[config.mk]
export PLATFORM = sky130hd
export DESIGN_NAME = branch_flush_ctrl_flat
export DESIGN_NICKNAME = d
export VERILOG_FILES = /design/src/rtl/branch_flush_ctrl_if.sv /design/src/rtl/branch_flush_ctrl.sv /design/src/flat_wrapper.sv
export SDC_FILE = /design/constraint.sdc
export NUM_CORES = 1
export LEC_CHECK = 0
export BUFFER_PORTS_ARGS = -buffer_cell sky130_fd_sc_hd__buf_4
export CORE_MARGIN = 10
export CORE_UTILIZATION = 51
export CTS_CLUSTER_SIZE = 16
export DETAILED_ROUTE_END_ITERATION = 8
export GPL_TIMING_DRIVEN = 1
export HOLD_SLACK_MARGIN = 0.15
export PLACE_DENSITY = 0.8
export SETUP_SLACK_MARGIN = 0.1
export SLEW_MARGIN = 20
export SYNTH_ARGS = -nofsm -noshare
export SYNTH_HDL_FRONTEND = slang
export SYNTH_SLANG_ARGS = --single-unit
[constraint.sdc]
create_clock -name clk -period 2.7 [get_ports clk]
set_input_delay 0.405 -clock clk [delete_from_list [all_inputs] [get_ports clk]]
set_output_delay 0.405 -clock clk [all_outputs]
set_load 0.01 [all_outputs]
[src/rtl/branch_flush_ctrl_if.sv]
// Pipeline-control bundle between the EX/memory stages and the branch flush
// controller. The pipeline side is the master (branch info, memory stall);
// the controller is the slave (PC / pipeline-register enables and flushes).
interface branch_flush_ctrl_if;
   logic [1:0]  BranchOp;
   logic        AluZero;
   logic        ExValid;
   logic        MemBusy;
   logic        PcWrite;
   logic        PcSel;
   logic        IfIdWrite;
   logic        IfIdFlush;
   logic        IdExFlush;
   logic [15:0] TakenCnt;

   modport master (
      output BranchOp, AluZero, ExValid, MemBusy,
      input  PcWrite, PcSel, IfIdWrite, IfIdFlush, IdExFlush, TakenCnt
   );

   modport slave (
      input  BranchOp, AluZero, ExValid, MemBusy,
      output PcWrite, PcSel, IfIdWrite, IfIdFlush, IdExFlush, TakenCnt
   );
endinterface

[src/rtl/branch_flush_ctrl.sv]
// Branch redirect / pipeline flush controller.
// Resolves taken branches in EX, redirects the PC and squashes the wrong-path
// instructions. A redirect that meets a memory stall is parked (PEND) and
// issued once memory is ready; after a redirect the controller keeps bubbling
// ID/EX for FLUSH_CYCLES-1 further progress cycles.
module branch_flush_ctrl #(
   parameter int unsigned FLUSH_CYCLES = 2
) (
   input logic               clk,
   input logic               rst,
   branch_flush_ctrl_if.slave bus
);

   typedef enum logic [1:0] {RUN, PEND, FLUSH} state_t;

   // A single-cycle flush needs no FLUSH state at all.
   localparam bit         MULTI_FLUSH = (FLUSH_CYCLES > 1);
   localparam logic [2:0] FLUSH_LOAD  = MULTI_FLUSH ? 3'(FLUSH_CYCLES - 2) : 3'd0;

   state_t      state, state_nxt;
   logic [2:0]  flush_cnt, flush_cnt_nxt;
   logic [15:0] taken_cnt;
   logic        taken;
   logic        redirect;
   logic        pc_write, pc_sel, if_id_write, if_id_flush, id_ex_flush;

   function automatic logic [15:0] sat_inc(input logic [15:0] v);
      return (v == 16'hFFFF) ? v : v + 16'd1;
   endfunction

   // Branch resolution: only a real EX instruction can be taken.
   always_comb begin
      taken = 1'b0;
      if (bus.ExValid) begin
         case (bus.BranchOp)
            2'd1:    taken = bus.AluZero;
            2'd2:    taken = !bus.AluZero;
            2'd3:    taken = 1'b1;
            default: taken = 1'b0;
         endcase
      end
   end

   // Next state and Mealy outputs; reset overrides everything at the end.
   always_comb begin
      state_nxt     = state;
      flush_cnt_nxt = flush_cnt;
      redirect      = 1'b0;
      pc_write      = 1'b0;
      pc_sel        = 1'b0;
      if_id_write   = 1'b0;
      if_id_flush   = 1'b0;
      id_ex_flush   = 1'b0;
      case (state)
         RUN: begin
            if (bus.MemBusy) begin
               if (taken) state_nxt = PEND;
            end else if (taken) begin
               redirect = 1'b1;
            end else begin
               pc_write    = 1'b1;
               if_id_write = 1'b1;
            end
         end
         PEND: begin
            if (!bus.MemBusy) redirect = 1'b1;
         end
         FLUSH: begin
            id_ex_flush = 1'b1;
            pc_write    = !bus.MemBusy;
            if_id_write = !bus.MemBusy;
            if (!bus.MemBusy) begin
               if (flush_cnt == 3'd0) state_nxt = RUN;
               else                   flush_cnt_nxt = flush_cnt - 3'd1;
            end
         end
         default: state_nxt = RUN;
      endcase
      if (redirect) begin
         pc_write    = 1'b1;
         pc_sel      = 1'b1;
         if_id_write = 1'b1;
         if_id_flush = 1'b1;
         id_ex_flush = 1'b1;
         if (MULTI_FLUSH) begin
            state_nxt     = FLUSH;
            flush_cnt_nxt = FLUSH_LOAD;
         end else begin
            state_nxt = RUN;
         end
      end
      if (rst) begin
         pc_write    = 1'b0;
         pc_sel      = 1'b0;
         if_id_write = 1'b0;
         if_id_flush = 1'b1;
         id_ex_flush = 1'b1;
      end
   end

   // State, flush counter and saturating redirect counter.
   always_ff @(posedge clk) begin
      if (rst) begin
         state     <= RUN;
         flush_cnt <= 3'd0;
         taken_cnt <= 16'd0;
      end else begin
         state     <= state_nxt;
         flush_cnt <= flush_cnt_nxt;
         if (redirect) taken_cnt <= sat_inc(taken_cnt);
      end
   end

   assign bus.PcWrite   = pc_write;
   assign bus.PcSel     = pc_sel;
   assign bus.IfIdWrite = if_id_write;
   assign bus.IfIdFlush = if_id_flush;
   assign bus.IdExFlush = id_ex_flush;
   assign bus.TakenCnt  = taken_cnt;

endmodule

[src/flat_wrapper.sv]
// flat-port wrapper written by rule: the top's interface ports become plain ports
module branch_flush_ctrl_flat 
#(
   parameter int unsigned FLUSH_CYCLES = 2
)
  (clk, rst, bus_BranchOp, bus_AluZero, bus_ExValid, bus_MemBusy, bus_PcWrite, bus_PcSel, bus_IfIdWrite, bus_IfIdFlush, bus_IdExFlush, bus_TakenCnt);
  branch_flush_ctrl_if bus_i ();
  input logic clk;
  input logic rst;
  input wire logic [$bits(bus_i.BranchOp)-1:0] bus_BranchOp;
  input wire logic [$bits(bus_i.AluZero)-1:0] bus_AluZero;
  input wire logic [$bits(bus_i.ExValid)-1:0] bus_ExValid;
  input wire logic [$bits(bus_i.MemBusy)-1:0] bus_MemBusy;
  output wire logic [$bits(bus_i.PcWrite)-1:0] bus_PcWrite;
  output wire logic [$bits(bus_i.PcSel)-1:0] bus_PcSel;
  output wire logic [$bits(bus_i.IfIdWrite)-1:0] bus_IfIdWrite;
  output wire logic [$bits(bus_i.IfIdFlush)-1:0] bus_IfIdFlush;
  output wire logic [$bits(bus_i.IdExFlush)-1:0] bus_IdExFlush;
  output wire logic [$bits(bus_i.TakenCnt)-1:0] bus_TakenCnt;
  assign bus_i.BranchOp = bus_BranchOp;
  assign bus_i.AluZero = bus_AluZero;
  assign bus_i.ExValid = bus_ExValid;
  assign bus_i.MemBusy = bus_MemBusy;
  assign bus_PcWrite = bus_i.PcWrite;
  assign bus_PcSel = bus_i.PcSel;
  assign bus_IfIdWrite = bus_i.IfIdWrite;
  assign bus_IfIdFlush = bus_i.IfIdFlush;
  assign bus_IdExFlush = bus_i.IdExFlush;
  assign bus_TakenCnt = bus_i.TakenCnt;
  branch_flush_ctrl #(.FLUSH_CYCLES(FLUSH_CYCLES)) u_core (.clk(clk), .rst(rst), .bus(bus_i));
endmodule
==> results.toml, run 1 <==
[die]
start_util_pct = 55.6
ioPinCount = 28
die_w_um = 66.9
dieArea_um2 = 4480
rows = 16
die_height_um = 66.9
core_area_um2 = 2020

[worst_setup_path]
cp_data_required_time_ns = 2.30
path_class = "flip-flop to output port"
worstSetupStartpointType = "flip-flop"
critical_path_arrival_ns = 1.96
critPathMaxFanout = 11
crit_chain = "or3b_1 > o2bb2ai_2 > or2_2 > nand2b_1 > buf_4"
slowest_delay_ns = 0.42
critical-path-top-delay-family = "simple AND/OR/NAND/NOR gates"
cp_num_buf_inv = 1
cp_slowest_cell = "o2bb2ai_2"
setup.worst_path.end_class = "output port"

[cells_and_area]
regArea_um2 = 420
multiInputGateArea_um2 = 634
nFillCells = 183
nets = 164
antenna_cells = 0
area_growth_pct = 19.3
layout-drive-gt1-share_pct = 22.9

[sta]
fin_crit_ns = 2.36
fin_skew_ns = 0.00442
drv_slew = 0
setup_tns_ns = 0
rsz0062_at_grt = "no"
whs_ns = 0.366
worstMarginPinSlew_ns = 0.511
finalHoldViolCount = 0
finalCritPeriodShare_pct = 87.6
fmax_mhz = 423
relSlewSlack_pct = 65.7
setup_viol = 0

[routing]
vias = 998
avgViaCountPerCell = 5.54
drt_iter0_drc = 70
drc = 0
totalWireLength_mm = 2.59
firstDrtPassIters = 4
postRouteAntennaNets = 0
wl_per_cell_um = 14.4

[clocking]
cts.reportedPaths.clkPinSlew_ns = 0.12
cts-root-buf = "clkbuf_4"
cts_buffers = 3
post_cts_resized = 0
clk_latency_ns = 0.31
h-tree-depth = 1
clkSinkCount = 21
clockBufferDepth = 2
postCtsSetupBuffers = 0
hold_buffers = 0
cts_tree = "done"

[grt]
grt_max_degree = 26
grt_pass1_vias = 1038
overflow = 0
grt_pass1_wl_mm = 4.69
gr-usage-all-layers_pct = 12.9
antenna_found_initial = 0

[yosys]
yosys-top-cells-area = "dfxtp_1, nor2_1, or4_1"
syn_area_per_cell_um2 = 8.71
yosysUniqueCellTypes = 39
yosys_warnings = 0
synth_top_area_share_pct = 37.4
syn-num-nets = 139
ys_seq_elements = 21
synth_area_um2 = 1120
ys_seq_area_share_pct = 37.4
post-synth-top-area-cell = "dfxtp_1"
synth_cells = 129

[job]
maxCapViolations = 0

[pwr]
leakage_nw = 0.538
powerDensity_nw_per_um2 = 394
peakVddDrop_mv = 0.306

[placed_design]
gp_congestion = 0.873
numPortBuffers = 27
dp_hpwl_mm = 1.95

[outcome]
outcome = "finished, final reports clean"

[worst_hold_path]
hold_class = "input port to flip-flop"
-- power by group --
part / total [mW] / internal, mW / switching, mW
Sequential: 0.317 / 0.313 / 0.00412
Clock: 0.158 / 0.0578 / 0.100
Combinational: 0.0524 / 0.0237 / 0.0287
Total: 0.528 / 0.394 / 0.133
-- path summary, 6_finish.rpt --
kind,from,to,slack (ns),depth (start not counted)
worst max-delay path,u_core.state[1],bus_IdExFlush,0.34,5
worst min-delay path,bus_MemBusy,u_core.state[0],0.37,3
worst max register to register,u_core.state[1],u_core.bus.TakenCnt[13],0.56,5
worst min register to register,u_core.bus.TakenCnt[7],u_core.bus.TakenCnt[7],0.51,2
-- layout by cell type, fill, tap and decap left out, types with 2 or more instances in the layout --
cell type	instances
and3_1	3
o31ai_1	5
xnor2_1	3
dfxtp_1	21
nand2_1	7
or4_1	6
nor2_1	13
nor2b_1	7
nand4_1	3
ha_1	3
nand3_1	7
a211oi_1	2
mux2i_1	2
and4_1	2
nor3_1	2
o21ai_0	3
buf_4	27
xor2_1	3
a21oi_1	8
clkbuf_4	3
inv_1	6
-- per-layer routing --
| layer | track usage (%) | vias up | share of wire [%] |
|---|---|---|---|
| met5 | 0 | - | 0 |
| met4 | 6.15 | 0 | 1.7 |
| met3 | 3.68 | 5 | 4.9 |
| met2 | 20.7 | 16 | 48 |
| met1 | 15.3 | 465 | 45 |
| li1 | - | 512 | - |
-- flip-flops by register name, summed over array words and instances, names as in the netlist --
name	cells
u_core.flush_cnt	3
u_core.state	2
u_core.bus.TakenCnt	16
-- stage by stage --
step | cells | utilization, % | area (um^2) | power [mW] | worst slack [ns]
2_1_floorplan | 129 | - | 1120 | 0.359 | 0.734
3_3_place_gp | 176 | 65.0 | 1310 | 0.375 | 0.465
3_5_place_dp | 176 | 65.0 | 1310 | 0.377 | 0.409
4_1_cts | 180 | 66.3 | 1340 | 0.531 | 0.331
5_1_grt | 180 | 66.3 | 1340 | 0.554 | 0.184
6_report | 180 | 66.3 | 1340 | 0.528 | 0.335
-- cell type report --
class                   instances  share of cell area (%)
clock buffers                   4                    1.96
inverters                       6                    1.68
multi-input cells              95                    47.3
flip-flops and latches         21                    31.4
well taps                      27                    2.52
repair buffers                 27                    15.1
-- cell families (layout without fill, tap and decap cells) --
| kind of cell | Yosys count | after routing | synth area share, % |
|---|---|---|---|
| compound gates | 21 | 21 | 13.1 |
| xor+xnor | 6 | 6 | 4.68 |
| fa+ha+maj | 3 | 3 | 3.34 |
| buf+inv | 13 | 37 | 6.12 |
| flops | 21 | 21 | 37.4 |
| mux | 3 | 3 | 2.78 |
| simple gates | 62 | 62 | 32.5 |
-- tightest hold or removal path: stages --
cell	delay (ns)
buf_4	0.13
inv_1	0.06
nor4_1	0.05
-- cells in the mapped netlist, drive strengths merged --
cell type  instances
dfxtp             21
nor2              13
a21oi              8
nand2              7
nand3              7
nor2b              7
inv                6
or4                6
o31ai              5
buf                4
nand4              4
o21ai              4
and3               3
clkbuf             3
ha                 3
xnor2              3
xor2               3
a211oi             2
and4               2
mux2i              2
nor3               2
nor4               2
a311oi             1
mux2               1
nand2b             1
nand3b             1
nand4b             1
nand4bb            1
nor3b              1
o2bb2ai            1
or2                1
or2b               1
or3                1
or3b               1
(Power assumes the default switching activity.)
==> inputs of run 2 (changes only) <==
--- a/config.mk
+++ b/config.mk
@@ -7,12 +7,12 @@
 export LEC_CHECK = 0
 export BUFFER_PORTS_ARGS = -buffer_cell sky130_fd_sc_hd__buf_4
 export CORE_MARGIN = 10
-export CORE_UTILIZATION = 51
+export CORE_UTILIZATION = 45
 export CTS_CLUSTER_SIZE = 16
 export DETAILED_ROUTE_END_ITERATION = 8
 export GPL_TIMING_DRIVEN = 1
 export HOLD_SLACK_MARGIN = 0.15
-export PLACE_DENSITY = 0.8
+export PLACE_DENSITY = 0.72
 export SETUP_SLACK_MARGIN = 0.1
 export SLEW_MARGIN = 20
 export SYNTH_ARGS = -nofsm -noshare
==> constraint.sdc (replaced) <==
create_clock -name clk -period 2.2 [get_ports clk]
set_input_delay 0.33 -clock clk [delete_from_list [all_inputs] [get_ports clk]]
set_output_delay 0.33 -clock clk [all_outputs]
set_load 0.01 [all_outputs]
==> run 2 against run 1 <==
  * First-iteration DRC count fell by 21%
  * Clock skew grew 0.0050 ns
  * Non-clock buffer count up 3
  * Via count rose by 0.80%
  * Critical path type unchanged
  * Die area up 9.3%
  * Worst setup slack worse by 0.15 ns
  * Combinational power up 38%
  * Sequential share of layout area decreased by 0.98 points
  * Clock power rose by 22%
  * Count of clock-buffer cells in the layout down 1
  * Worst hold slack got worse by 0.080 ns
==> results.toml, run 2 (synthesis gave the netlist of run 1 again) <==
[outcome]
outcome = "finished, final reports clean"

[grt]
grt_pass1_vias = 1013
grt_max_degree = 26
grt_pass1_wl_mm = 4.46
antenna_found_initial = 0
overflow = 0
gr-usage-all-layers_pct = 10.6

[cells_and_area]
antenna_cells = 0
nFillCells = 238
final_util_pct = 57.0
stdcell_area_um2 = 1390
area_growth_pct = 23.5
largest_register_ffs = 16
layout-drive-gt1-share_pct = 25.6
final_cells = 186
nets = 167
final_cell_mix = "buf_4, dfxtp_1, nor2_1"
layout_commonest_cell = "buf_4"

[placed_design]
dp_hpwl_mm = 1.91
numPortBuffers = 27
dp_slack_ns = 0.173
placed_area_um2 = 1330
place_inst = 181
gp_congestion = 0.860

[die]
ioPinCount = 28
start_util_pct = 46.2
die_height_um = 70.0
die_w_um = 70.0
dieArea_um2 = 4900
rows = 18
core_area_um2 = 2430

[routing]
wl_per_cell_um = 13.7
vias = 1006
highest_layer = "met4"
totalWireLength_mm = 2.54
firstDrtPassIters = 4
wl_met1_mm = 1.08
postRouteAntennaNets = 0
wl_met2_mm = 1.23
avgViaCountPerCell = 5.41
drc = 0
met3WireLength_um = 168
drt_iter0_drc = 55

[pwr]
clkPwrFrac_pct = 29.5
leakage_nw = 0.562
power_frac_comb_pct = 11.0
powerDensity_nw_per_um2 = 472
seqPwrFrac_pct = 59.5
peakVddDrop_mv = 0.270
power.total_mw = 0.654
sw_frac_of_total_pct = 25.6
p_sw_mw = 0.167
p_int_mw = 0.487

[worst_setup_path]
path_class = "flip-flop to output port"
slowest_delay_ns = 0.42
critPathMaxFanout = 8
critical-path-top-delay-family = "simple AND/OR/NAND/NOR gates"
cp_data_required_time_ns = 1.87
cp_num_buf_inv = 2
cp_slowest_cell = "or3b_1"
critical_path_arrival_ns = 1.68
crit_chain = "or3b_1 > o2bb2ai_4 > buf_6 > nor2b_1 > buf_4"
worstSetupStartpointType = "flip-flop"
setup.worst_path.end_class = "output port"

[clocking]
clkSinkCount = 21
cts.reportedPaths.clkPinSlew_ns = 0.12
clk_latency_ns = 0.32
cts_buffers = 3
h-tree-depth = 1
cts-root-buf = "clkbuf_4"
hold_buffers = 0
cts_tree = "done"
clockBufferDepth = 2

[sta]
setup_viol = 0
finalCritPeriodShare_pct = 91.4
fin_skew_ns = 0.00938
rsz0062_at_grt = "yes"
setup_tns_ns = 0
relSlewSlack_pct = 69.7
fmax_mhz = 497
worstMarginPinSlew_ns = 0.451
drv_slew = 0
whs_ns = 0.286
setup_ws_ns = 0.189
finalHoldViolCount = 0
fin_crit_ns = 2.01

[job]
maxCapViolations = 0

[worst_hold_path]
hold_class = "input port to flip-flop"
## run 2: worst reg2reg max path: stages, from the launching register on
cell and delay (ns):
dfxtp_2 0.36, or3b_1 0.42, o2bb2ai_4 0.17, buf_4 0.14
o21ai_4 0.11, or4_1 0.52, a21oi_1 0.15
## run 2: final cells by class
cell class,count,area (um^2),area share [%]
inverters,6,22.5,1.62
flip-flops and latches,21,422,30.4
clock inverters,1,5.00,0.361
clock buffers,3,22.5,1.62
repair buffers,30,229,16.5
multi-input cells,95,649,46.8
well taps,30,37.5,2.71
## run 2: metal layers
layer / vias up / GRT usage (%)
met5: - / 0
li1: 516 / -
met1: 465 / 11.2
met2: 20 / 18.1
met4: 0 / 5.92
met3: 5 / 3.39
## run 2: worst paths after layout
kind	slack [ns]	cells after the start	from	to
worst max-delay path	0.19	5	u_core.state[1]	bus_PcSel
worst min register to register	0.46	1	u_core.state[1]	u_core.state[0]
worst max register to register	0.28	6	u_core.state[1]	u_core.bus.TakenCnt[13]
worst min-delay path	0.29	3	bus_MemBusy	u_core.state[0]
## run 2: repair_timing
action,4_1_cts,5_1_grt
setup endpoints to repair,2,2
resized for setup,1,3
pin swaps,1,0
setup buffers,1,0
## run 2: power by group through the flow
stage / Combinational, mW / Clock (mW) / Sequential [mW]
final: 0.0722 / 0.193 / 0.389
after global routing: 0.0813 / 0.212 / 0.390
after CTS: 0.0711 / 0.202 / 0.389
after detailed placement: 0.0665 / 0 / 0.398
after global placement: 0.0656 / 0 / 0.397
after floorplan: 0.0425 / 0 / 0.398
